### src/rtl/mem_arbiter.sv
// -----------------------------------------------------------------------------
// mem_arbiter
//   Shares one block-wide data memory between an instruction cache (read only)
//   and a data cache (read/write). One transaction runs at a time through
//   IDLE -> ISSUE -> WAIT -> DONE. The requester that was granted sees its
//   busywait drop for the single DONE cycle.
//
//   Optional feature macro: ARB_ROUND_ROBIN_EN
//     defined   : simultaneous requests alternate, starting with the D cache
//     undefined : simultaneous requests always go to the D cache
//
// Ports
//   clock, reset                 clock; asynchronous active-high reset
//   i_read, i_address            instruction-cache read request and address
//   i_readdata, i_busywait       block returned to I cache; I-cache stall
//   d_read, d_write, d_address,  data-cache request, address and write block
//   d_writedata
//   d_readdata, d_busywait       block returned to D cache; D-cache stall
//   mem_read, mem_write,         registered strobes, address and write block
//   mem_address, mem_writedata   towards the shared memory
//   mem_readdata, mem_busywait   block and busy flag from the shared memory
// -----------------------------------------------------------------------------
module mem_arbiter (
    input  logic         clock,
    input  logic         reset,
    input  logic         i_read,
    input  logic [27:0]  i_address,
    output logic [127:0] i_readdata,
    output logic         i_busywait,
    input  logic         d_read,
    input  logic         d_write,
    input  logic [27:0]  d_address,
    input  logic [127:0] d_writedata,
    output logic [127:0] d_readdata,
    output logic         d_busywait,
    output logic         mem_read,
    output logic         mem_write,
    output logic [27:0]  mem_address,
    output logic [127:0] mem_writedata,
    input  logic [127:0] mem_readdata,
    input  logic         mem_busywait
);

    typedef enum logic [1:0] {IDLE, ISSUE, WAIT, DONE} state_t;

    state_t state;
    logic   grant;      // 0 = data cache, 1 = instruction cache
    logic   d_req;
    logic   pick_i;     // requester chosen if a grant is issued this cycle

    assign d_req = d_read | d_write;

`ifdef ARB_ROUND_ROBIN_EN
    logic last_grant;   // grant of the most recently completed transaction

    // NOTE: every signal written in always_comb gets a value on every path,
    // otherwise synthesis infers a latch to hold the old value.
    always_comb begin
        pick_i = ~d_req;
        if (d_req && i_read)
            pick_i = ~last_grant;
    end
`else
    always_comb begin
        pick_i = ~d_req;
    end
`endif

    // Busywait is combinational so the requester sees it drop in DONE itself;
    // reset is folded in so both stalls read 0 the moment reset rises.
    assign i_busywait = ~reset & i_read & ~((state == DONE) &  grant);
    assign d_busywait = ~reset & d_req  & ~((state == DONE) & ~grant);

    // NOTE: sequential state uses non-blocking assignments so every register
    // updates from the values present before the edge, independent of order.
    always_ff @(posedge clock or posedge reset) begin
        if (reset) begin
            state         <= IDLE;
            grant         <= 1'b0;
            mem_read      <= 1'b0;
            mem_write     <= 1'b0;
            mem_address   <= '0;
            mem_writedata <= '0;
            i_readdata    <= '0;
            d_readdata    <= '0;
`ifdef ARB_ROUND_ROBIN_EN
            last_grant    <= 1'b1;   // so the data cache wins the first tie
`endif
        end else begin
            case (state)
                IDLE: begin
                    if (d_req || i_read) begin
                        grant <= pick_i;
                        state <= ISSUE;
                        if (pick_i) begin
                            mem_address <= i_address;
                            mem_read    <= 1'b1;
                            mem_write   <= 1'b0;
                        end else begin
                            // read+write together is served as a write only
                            mem_address   <= d_address;
                            mem_writedata <= d_writedata;
                            mem_write     <= d_write;
                            mem_read      <= ~d_write;
                        end
                    end
                end
                // memory may not have raised busywait yet, so ISSUE never
                // looks at it
                ISSUE: state <= WAIT;
                WAIT: begin
                    if (!mem_busywait) begin
                        if (mem_read) begin
                            if (grant) i_readdata <= mem_readdata;
                            else       d_readdata <= mem_readdata;
                        end
                        mem_read  <= 1'b0;
                        mem_write <= 1'b0;
`ifdef ARB_ROUND_ROBIN_EN
                        last_grant <= grant;
`endif
                        state <= DONE;
                    end
                end
                DONE:    state <= IDLE;
                default: state <= IDLE;
            endcase
        end
    end

endmodule

### config.mk
export PLATFORM = sky130hd
export DESIGN_NAME = mem_arbiter
export DESIGN_NICKNAME = d
export VERILOG_FILES = /design/src/rtl/mem_arbiter.sv
export SDC_FILE = /design/constraint.sdc
export NUM_CORES = 1
export LEC_CHECK = 0
export ABC_AREA = 1
export CAP_MARGIN = 20
export CORE_AREA = 3 3 286 288
export DETAILED_ROUTE_END_ITERATION = 16
export DIE_AREA = 0 0 289 291
export PLACE_DENSITY = 0.54
export SYNTH_ARGS = -nofsm -noshare
export SYNTH_HDL_FRONTEND = slang
export SYNTH_SLANG_ARGS = --single-unit
### constraint.sdc
create_clock -name clock -period 27.8 [get_ports clock]
set_input_delay 8.34 -clock clock [delete_from_list [all_inputs] [get_ports clock]]
set_output_delay 8.34 -clock clock [all_outputs]
set_load 0.005 [all_outputs]
After elaboration in Yosys (flattened, before gate mapping)
Index checks and enable logic that the tools add are counted.
{"block": "op_classes", "reduce_logical": 9, "eq_ne": 5, "muxes": 11, "n_bitwise": 14}
{"op": "$mux W28", "count": 1}
{"op": "$pmux W2 S4", "count": 1}
{"op": "$reduce_and A4 Y1", "count": 2}
{"op": "$not A1 Y1", "count": 7}
{"op": "$and A1 B1 Y1", "count": 6}
{"op": "$reduce_and A3 Y1", "count": 2}
{"op": "$mux W1", "count": 5}
{"op": "$eq A2 B2 Y1 const B", "count": 2}
{"op": "$mux W2", "count": 2}
{"op": "$ne A2 B2 Y1 const B", "count": 2}
{"op": "$pmux W1 S2", "count": 2}
{"op": "$reduce_and A2 Y1", "count": 2}
{"op": "$eq A2 B1 Y1 const B", "count": 1}
{"op": "$logic_not A2 Y1", "count": 1}
{"op": "$reduce_bool A2 Y1", "count": 1}
{"op": "$logic_or A1 B1 Y1", "count": 1}
{"op": "$or A1 B1 Y1", "count": 1}
{"block": "word_totals", "register_bits": 417, "output_inout_bits": 416, "inputBits": 318, "word_cells": 47}

Logic depth before layout (Yosys ltp)
Gate-level depths: netlist of run 1.
{"block": "depth", "ltp_word": 4, "ltp_mapped": 8, "ltp_nobuf": 6}

Worst setup path after synthesis of run 1
No wires, ideal clock.
{"block": "synth_path", "kind": "input-to-output", "from": "in d_read", "to": "out d_busywait", "path_stages": 3, "setup_slack_ns": 10.672, "t_arrival_ns": 8.788, "n_path_buf": 1, "t_required_ns": 19.460, "path_cell_list": "nor2_2 -> buf_2 -> a211oi_1"}
{"block": "synth_between", "elab_chain_len": 3}
{"item": "start, declared", "line": "30", "rtl": "input logic d_read,"}
{"item": "$or A1 B1 Y1", "line": "51", "rtl": "assign d_req = d_read | d_write;"}
{"item": "$and A1 B1 Y1 (2 in series)", "line": "72", "rtl": "assign d_busywait = ~reset & d_req & ~((state == DONE) & ~grant);"}
{"item": "end, declared", "line": "35", "rtl": "output logic d_busywait,"}
No other way between the ends.

Final worst setup path of run 1
{"block": "layout_path", "from": "in i_read", "to": "out i_busywait"}
{"block": "layout_between", "elab_chain_len": 2}
{"item": "start, declared", "line": "26", "rtl": "input logic i_read,"}
{"item": "$and A1 B1 Y1 (2 in series)", "line": "71", "rtl": "assign i_busywait = ~reset & i_read & ~((state == DONE) & grant);"}
{"item": "end, declared", "line": "29", "rtl": "output logic i_busywait,"}
No other way between the ends.

==> flow_metrics.env, run 1 <==
export IMPL_worst_pin_slew_ns=1.11
export IMPL_synth_top_cell_by_area="dfrtp_1"
export IMPL_synth_seq_area_share=0.616
export IMPL_synth_area_top_cells="dfrtp_1, nand2_1, o21ai_2"
export IMPL_holdPathEnd="mem_writedata[123]"
export IMPL_multi_input_area_mm2=0.00512
export IMPL_clk_pin_slew_ns=0.06
export IMPL_numPortBuffers=733
export IMPL_fmaxAchievable_mhz=55.4
export IMPL_top_usage_layer="met2"
export IMPL_crit_path_cell_trace="clkdlybuf4s50_1, inv_1, a211oi_1, clkdlybuf4s50_1"
export IMPL_synth_xor_area_share=0
export IMPL_avgSynthCellArea_um2=9.61
export IMPL_hold_viol_final=0
export IMPL_synth_fp_nets=2085
export IMPL_die_h_um=291
export IMPL_path_class="in2out"
export IMPL_cts_buffers=49
export IMPL_die_width_um=289
export IMPL_detail_route_antenna_nets=0
export IMPL_htreeDepth=2
export IMPL_start_kind="primary input"
export IMPL_yosysWarnings=0
export IMPL_gp_congestion=0.796
export IMPL_final_min_clock_period_ns=18.05
export IMPL_min_path_cells=2
export IMPL_grt_pass1_wl_um=89900
export IMPL_dr_pass1_iters=4
export IMPL_avgViaCountPerCell=3.97
export IMPL_netlist_area_mm2=0.0169
export IMPL_ir_drop_uv=52.1
export IMPL_critPathTopFamily="buffers and inverters"
export IMPL_cts_tree="built"
export IMPL_setup_viol=0
export IMPL_r2r_start="state[0]"
export IMPL_hold_class="reg2reg"
export IMPL_clockBufferDepth=3
export IMPL_wirelength_um=60400
export IMPL_grt_max_degree=113
export IMPL_rows=103
export IMPL_cp_slowest_cell="clkdlybuf4s50_1"
export IMPL_grt_pass1_vias=14289
export IMPL_worstPathRequired_ns=19.46
export IMPL_synth_top_family_by_area="simple AND/OR/NAND/NOR gates"
export IMPL_grt_use_total=0.138
export IMPL_crit_fanout=3
export IMPL_met3_usage=0.0513
export IMPL_r2r_setup_slack_ns=24.61
export IMPL_antenna_found_initial=3
export IMPL_setup_tns_ns=0
export IMPL_utilization=0.335
export IMPL_drv_slew=0
export IMPL_drtIter0Drc=511
export IMPL_cp_common_cell="clkdlybuf4s50_1"
export IMPL_power_density_mw_per_mm2=110
export IMPL_synth_mux_area_frac=0
export IMPL_cts_hold_buf=0
export IMPL_synth_seq_cells=417
export IMPL_regArea_mm2=0.0104
export IMPL_syn2layout_area_growth_pct=56.5
export IMPL_drive_above_1_share=0.0828
export IMPL_fill_cells=8201
export IMPL_hpwl_um=44400
export IMPL_p_leak_nw=12.5
export IMPL_crit_path_end_kind="output pin"
export IMPL_critPathMaxStageDelay_ns=0.55
export IMPL_synthTopCellsByCount="nand2_1, dfrtp_1, o21ai_1, inv_1, nand3_1"
export IMPL_ys_flop_type="dfrtp_1"
export IMPL_slew_headroom=0.263
export IMPL_synth_fa_ha_area_frac=0.00369
export IMPL_maxCapViolations=0
export IMPL_fp_dieArea_mm2=0.0841
export IMPL_post_cts_buffers=0
export IMPL_cts_num_sinks=417
export IMPL_met2_usage=0.244
export IMPL_rsz0062_at_grt="no"
export IMPL_worst_path_stages=4
export IMPL_crit_buf_inv=3
export IMPL_synth_simple_area_share=0.196
export IMPL_synth_top_area_frac=0.616
export IMPL_cp_arrival_ns=9.71
export IMPL_post_route_period_util=0.649
export IMPL_r2r_end="d_readdata[59]"
export IMPL_hp_start="mem_writedata[123]"
export IMPL_core_area_mm2=0.0791
export IMPL_worstRegToRegCells=7
export IMPL_drc=0
export IMPL_p_total_w=0.00292
export IMPL_async_reset_ff_frac=1.00
export IMPL_clk_latency_ns=0.58
export IMPL_io_pins=734
export IMPL_gr_total_overflow=0
export IMPL_synth_edf_count=0
export IMPL_postSynthCellCount=1762
export IMPL_cts_resized=0
export IMPL_cts_root_buf="clkbuf_16"
export IMPL_initial_core_util=0.214
export IMPL_layout_nets=2777
export IMPL_vias=14055
export IMPL_skew_ns=0.0164
export IMPL_yosys_cell_count_top_type="nand2_1"
export IMPL_synth_cell_types=22
export IMPL_grtUsageMet1=0.151
export IMPL_status="finished clean"
export IMPL_post_drt_wl_per_cell_um=17.1
export IMPL_synth_compound_area_frac=0.100
[where the power goes]
part	internal (W)	switching [W]	total (W)
combinational	0.000686	0.000527	0.00121
sequential	0.000899	0.000160	0.00106
clock	0.000387	0.000257	0.000644
[flip-flops by register name (all words and copies together), names as in the netlist]
name / flops
d_readdata: 128
grant: 1
i_readdata: 128
mem_address: 28
mem_read: 1
mem_write: 1
mem_writedata: 128
state: 2
[metal layers]
metal  up-vias  wire length (um)
li1       6932                 -
met1      6501             22400
met2       516             30300
met3       104              5670
met4         2              2120
met5         -                20
[logic make-up after synthesis]
family / count (synthesis)
adder cells (fa/ha/maj): 5
AO/OA/AOI/OAI: 262
buffers and inverters: 246
AND/OR/NAND/NOR: 832
flip-flops: 417
[cells in the final DEF (no fill, tap or decap), types with 3 or more instances in the layout]
master and count:
clkbuf_1 6, nand3_1 130, clkbuf_16 51, o21ai_0 17, o21ai_1 143, buf_4 17
inv_1 134, o21ai_2 98, clkbuf_8 17, clkdlybuf4s50_1 733, nand2_1 689, clkinv_2 6
nor2_1 3, dfrtp_1 417, ha_1 4
[how the worst max path moves through the flow]
stage | end | start
global route | d_busywait | d_write
finish | i_busywait | i_read
floorplan | d_readdata[0] | reset
detailed placement | i_busywait | i_read
CTS | i_busywait | i_read
global placement | i_busywait | i_read
[worst min-delay path, cell delays in order (launching register included)]
cell     delay (ns)
dfrtp_1        0.34
nand2_1        0.05
nand2_1        0.04
[stage by stage]
step	hold slack, ns	setup WS [ns]	cell area [um^2]	cells
after detailed placement	0.457	9.78	24900	3452
final	0.466	9.75	26500	3538
after global placement	0.453	9.76	24900	3452
after floorplan	0.465	7.85	16900	1762
after global routing	0.484	9.66	26500	3538
after CTS	0.472	9.76	26500	3536
[layout make-up]
cell class	instances	area share
well taps	1050	0.0496
inverters	136	0.0195
diodes	1	0.0000944
clock inverters	10	0.00330
multi-input cells	1099	0.193
repair buffers	751	0.283
flip-flops and latches	417	0.394
clock buffers	74	0.0578
No activity file was read; power rests on OpenSTA's default activity.
==> inputs of run 2 (changes only) <==
CORE_AREA = 3 3 288 290   (was 3 3 286 288)
DIE_AREA = 0 0 291 293   (was 0 0 289 291)
PLACE_DENSITY = 0.55   (was 0.54)
clock period = 15.1 ns   (was 27.8 ns; I/O delays follow)
==> run 2 against run 1 <==
  * Worst setup slack lost 5.5 ns
  * Count of clock-buffer cells in the layout shrank 3
  * Critical path type unchanged
  * Sequential power grew 84%
  * Highest routed layer unchanged
  * Final cell count grew 0.37%
  * Via count grew 1.1%
  * Combinational power grew 83%
  * First-iteration DRC count grew 26%
  * Non-clock buffer count shrank 2
  * Final area is essentially flat
  * Global-route usage shrank 0.38 points
  * Hold slack lost 0.00057 ns
==> flow_metrics.env, run 2 (synthesis gave the netlist of run 1 again) <==
export IMPL_path_class="in2out"
export IMPL_setup_tns_ns=0
export IMPL_slew_headroom=0.302
export IMPL_gr_total_overflow=0
export IMPL_hp_start="mem_address[0]"
export IMPL_instances_no_fill=3551
export IMPL_die_h_um=293
export IMPL_clockBufferDepth=3
export IMPL_clk_latency_ns=0.57
export IMPL_r2r_end="d_readdata[127]"
export IMPL_status="finished clean"
export IMPL_wirelength_um=59100
export IMPL_crit_path_end_kind="output pin"
export IMPL_crit_path_cell_trace="clkdlybuf4s50_1, nor2_2, buf_4, a211oi_1, clkdlybuf4s50_1"
export IMPL_diodes=0
export IMPL_cts_num_sinks=417
export IMPL_cts_root_buf="clkbuf_16"
export IMPL_grt_pass1_wl_um=90000
export IMPL_rsz0062_at_grt="no"
export IMPL_gp_congestion=0.803
export IMPL_drtIter0Drc=646
export IMPL_hold_class="reg2reg"
export IMPL_avgViaCountPerCell=4.00
export IMPL_final_min_clock_period_ns=10.90
export IMPL_io_pins=734
export IMPL_numPortBuffers=733
export IMPL_detail_route_antenna_nets=0
export IMPL_final_cell_mix="clkdlybuf4s50_1, nand2_1, dfrtp_1, o21ai_1, inv_1"
export IMPL_core_area_mm2=0.0805
export IMPL_crit_buf_inv=3
export IMPL_dr_pass1_iters=5
export IMPL_cp_slowest_cell="clkdlybuf4s50_1"
export IMPL_largest_registers="d_readdata (128), i_readdata (128), mem_writedata (128)"
export IMPL_cp_arrival_ns=6.37
export IMPL_post_route_period_util=0.722
export IMPL_p_total_w=0.00536
export IMPL_r2r_setup_slack_ns=11.73
export IMPL_hold_ws_ns=0.465
export IMPL_hpwl_um=42300
export IMPL_cts_tree="built"
export IMPL_syn2layout_area_growth_pct=56.5
export IMPL_skew_ns=0.0126
export IMPL_ir_drop_uv=111
export IMPL_rows=104
export IMPL_post_cts_buffers=0
export IMPL_vias=14205
export IMPL_grt_pass1_vias=14374
export IMPL_grt_max_degree=146
export IMPL_final_common_cell="clkdlybuf4s50_1"
export IMPL_cp_common_cell="clkdlybuf4s50_1"
export IMPL_grt_use_total=0.135
export IMPL_drv_slew=0
export IMPL_min_path_cells=2
export IMPL_critPathTopFamily="buffers and inverters"
export IMPL_post_drt_wl_per_cell_um=16.6
export IMPL_clk_pin_slew_ns=0.05
export IMPL_worstRegToRegCells=6
export IMPL_fmaxAchievable_mhz=91.8
export IMPL_fp_dieArea_mm2=0.0853
export IMPL_cts_hold_buf=0
export IMPL_cts_resized=0
export IMPL_antenna_found_initial=2
export IMPL_setup_viol=0
export IMPL_cts_buffers=50
export IMPL_worst_path_stages=5
export IMPL_post_place_cells=3460
export IMPL_p_leak_nw=12.5
export IMPL_critPathMaxStageDelay_ns=0.60
export IMPL_r2r_start="state[0]"
export IMPL_worstPathRequired_ns=10.57
export IMPL_htreeDepth=2
export IMPL_power_density_mw_per_mm2=202
export IMPL_layout_nets=2776
export IMPL_drc=0
export IMPL_worst_pin_slew_ns=1.05
export IMPL_crit_fanout=31
export IMPL_initial_core_util=0.210
export IMPL_start_kind="primary input"
export IMPL_utilization=0.329
export IMPL_hold_viol_final=0
export IMPL_die_width_um=291
export IMPL_drive_above_1_share=0.0831
export IMPL_maxCapViolations=0
export IMPL_holdPathEnd="mem_address[0]"
## run 2: cell types whose count changed in the layout (fill, tap and decap cells not counted), moves of 2 or more
cell	delta
clkinvlp_4	+2
clkinv_2	+8
clkbuf_1	+3
inv_8	-2
buf_4	-3
clkbuf_8	-6
## run 2: cell type report
| class | count | area, um^2 |
|---|---|---|
| inverters | 136 | 514 |
| multi-input cells | 1099 | 5120 |
| repair buffers | 749 | 7490 |
| clock buffers | 71 | 1460 |
| flip-flops and latches | 417 | 10400 |
| clock inverters | 19 | 154 |
| fillers | 8537 | 54000 |
| well taps | 1060 | 1330 |
## run 2: through the flow
stage | setup WS [ns] | cell area, um^2
2_1_floorplan | 4.95 | 16900
3_3_place_gp | 4.24 | 24900
3_5_place_dp | 4.26 | 24900
4_1_cts | 4.24 | 26500
5_1_grt | 4.19 | 26500
6_report | 4.20 | 26500
## run 2: worst min-delay path: stages, from the launching register on
cell and delay [ns]:
dfrtp_1 0.33, nand2_1 0.05, nand2_1 0.05
## run 2: how the worst max path moves through the flow
stage | from | slack (ns) | end
after CTS | d_write | 4.24 | d_busywait
after floorplan | reset | 4.95 | d_readdata[0]
after global routing | d_write | 4.19 | d_busywait
final | d_write | 4.20 | d_busywait
after global placement | d_write | 4.24 | d_busywait
after detailed placement | d_write | 4.26 | d_busywait
## run 2: metal layers
metal,global-route usage,wire [um],vias up
met5,0,19,-
met4,0.0405,1710,2
met3,0.0439,4680,98
met2,0.234,29200,520
met1,0.158,23500,6655
li1,-,-,6930
## run 2: power breakdown
| part | internal [W] | switching [W] |
|---|---|---|
| combinational | 0.00126 | 0.000950 |
| clock | 0.000704 | 0.000486 |
| sequential | 0.00166 | 0.000296 |
| total | 0.00362 | 0.00173 |
==> inputs of run 3 (changes only) <==
clock period = 9.9 ns   (was 15.1 ns; I/O delays follow)
==> run 3 against run 2 <==
  * First-iteration DRC count is 8.8% lower
  * Sequential power is 53% higher
  * Clock power is 59% higher
  * Hold slack hardly changed
  * Routed wire length is 0.47% lower
  * Sequential share of layout area is 0.17 points lower
==> flow_metrics.env, run 3 (synthesis gave the netlist of run 1 again) <==
export IMPL_start_kind="primary input"
export IMPL_critPathTopFamily="buffers and inverters"
export IMPL_cts_root_buf="clkbuf_16"
export IMPL_post_drt_wl_per_cell_um=16.6
export IMPL_maxCapViolations=0
export IMPL_instances_no_fill=3553
export IMPL_crit_path_cell_trace="clkdlybuf4s50_1, nor2_2, a211oi_1, clkdlybuf4s50_1"
export IMPL_worst_pin_slew_ns=1.19
export IMPL_htreeDepth=2
export IMPL_ir_drop_uv=142
export IMPL_gp_congestion=0.793
export IMPL_p_total_w=0.00826
export IMPL_pre_cts_slack_ns=2.47
export IMPL_core_area_mm2=0.0805
export IMPL_power_density_mw_per_mm2=310
export IMPL_post_place_cells=3460
export IMPL_cts_buffers=50
export IMPL_final_common_cell="clkdlybuf4s50_1"
export IMPL_drtIter0Drc=589
export IMPL_die_h_um=293
export IMPL_vias=14064
export IMPL_crit_path_end_kind="output pin"
export IMPL_path_class="in2out"
export IMPL_cp_arrival_ns=4.47
export IMPL_clk_latency_ns=0.57
export IMPL_grt_pass1_wl_um=89800
export IMPL_cts_num_sinks=417
export IMPL_status="finished clean"
export IMPL_fp_dieArea_mm2=0.0853
export IMPL_detail_route_antenna_nets=0
export IMPL_rsz0062_at_grt="no"
export IMPL_min_path_cells=2
export IMPL_numPortBuffers=733
export IMPL_multi_input_area_mm2=0.00512
export IMPL_grt_max_degree=184
export IMPL_cts_hold_buf=0
export IMPL_wirelength_um=58800
export IMPL_rows=104
export IMPL_largest_registers="d_readdata (128), i_readdata (128), mem_writedata (128)"
export IMPL_hold_class="reg2reg"
export IMPL_critPathMaxStageDelay_ns=0.59
export IMPL_slew_headroom=0.208
export IMPL_gr_total_overflow=0
export IMPL_clk_pin_slew_ns=0.05
export IMPL_dr_pass1_iters=5
export IMPL_post_route_period_util=0.751
export IMPL_final_min_clock_period_ns=7.44
export IMPL_setup_tns_ns=0
export IMPL_initial_core_util=0.210
export IMPL_setup_viol=0
export IMPL_p_leak_nw=12.5
export IMPL_worstPathRequired_ns=6.93
export IMPL_crit_buf_inv=2
export IMPL_drc=0
export IMPL_crit_fanout=3
export IMPL_skew_ns=0.00984
export IMPL_cp_common_cell="clkdlybuf4s50_1"
export IMPL_cp_slowest_cell="clkdlybuf4s50_1"
export IMPL_hpwl_um=42100
export IMPL_avgViaCountPerCell=3.96
export IMPL_hold_viol_final=0
export IMPL_syn2layout_area_growth_pct=57.2
export IMPL_worstRegToRegCells=6
export IMPL_cts_resized=0
export IMPL_layout_nets=2775
export IMPL_drv_slew=0
export IMPL_cts_tree="built"
export IMPL_grt_pass1_vias=14374
export IMPL_worst_path_stages=4
export IMPL_fill_cells=8454
export IMPL_setup_ws_ns=2.46
export IMPL_die_width_um=291
export IMPL_grt_use_total=0.133
export IMPL_regArea_mm2=0.0104
export IMPL_clockBufferDepth=3
export IMPL_antenna_found_initial=5
export IMPL_drive_above_1_share=0.0815
export IMPL_io_pins=734
export IMPL_fmaxAchievable_mhz=134
export IMPL_post_cts_buffers=0
export IMPL_final_cell_mix="clkdlybuf4s50_1, nand2_1, dfrtp_1, o21ai_1, inv_1"
==> run 3: changes by cell type in the layout (fill, tap and decap cells not counted), moves of 3 or more <==
cell	previous run	this run
diode_2	0	3
clkinv_2	14	6
bufinv_16	2	5
clkbuf_1	9	12
buf_4	14	10
buf_12	1	5
==> run 3: worst paths after layout <==
kind	startpoint	end	slack [ns]
min	mem_address[2]	mem_address[2]	0.47
min reg2reg	mem_address[2]	mem_address[2]	0.47
max reg2reg	state[0]	mem_writedata[65]	7.28
max in group asynchronous	reset	d_readdata[78]	5.34
max	d_write	d_busywait	2.46
min in group asynchronous	reset	mem_address[25]	2.89
==> run 3: layer usage <==
| layer | up-vias | share of wire | GRT usage |
|---|---|---|---|
| li1 | 6934 | - | - |
| met1 | 6513 | 0.39 | 0.155 |
| met2 | 531 | 0.50 | 0.232 |
| met3 | 84 | 0.089 | 0.0482 |
| met4 | 2 | 0.024 | 0.0360 |
| met5 | - | 0.00019 | 0 |
==> run 3: through the flow <==
stage	hold slack, ns	area, um^2	util
after floorplan	0.465	16900	-
after global placement	0.453	24900	0.309
after detailed placement	0.457	24900	0.309
after CTS	0.472	26600	0.330
after global routing	0.484	26600	0.330
final	0.466	26600	0.330
==> run 3: power by group <==
| part | internal, W | switching (W) | leakage [nW] | total [W] |
|---|---|---|---|---|
| clock | 0.00116 | 0.000732 | 0.832 | 0.00189 |
| sequential | 0.00253 | 0.000459 | 5.31 | 0.00299 |
| combinational | 0.00193 | 0.00145 | 6.35 | 0.00338 |
==> run 3: final cells by class <==
type	instances	area share
antenna	3	0.000282
timing repair buffer	748	0.282
sequential	417	0.392
inverter	136	0.0193
multi-input combinational	1099	0.192
clock buffer	75	0.0558
clock inverter	15	0.00799
tap	1060	0.0498
==> run 3: worst register-to-register path: cells and delay by family, from the launching register on <==
family,cells,cell delay [ns]
fa+ha+maj,1,0.55
flops,1,0.39
simple gates,3,0.83
buf+inv,2,0.72
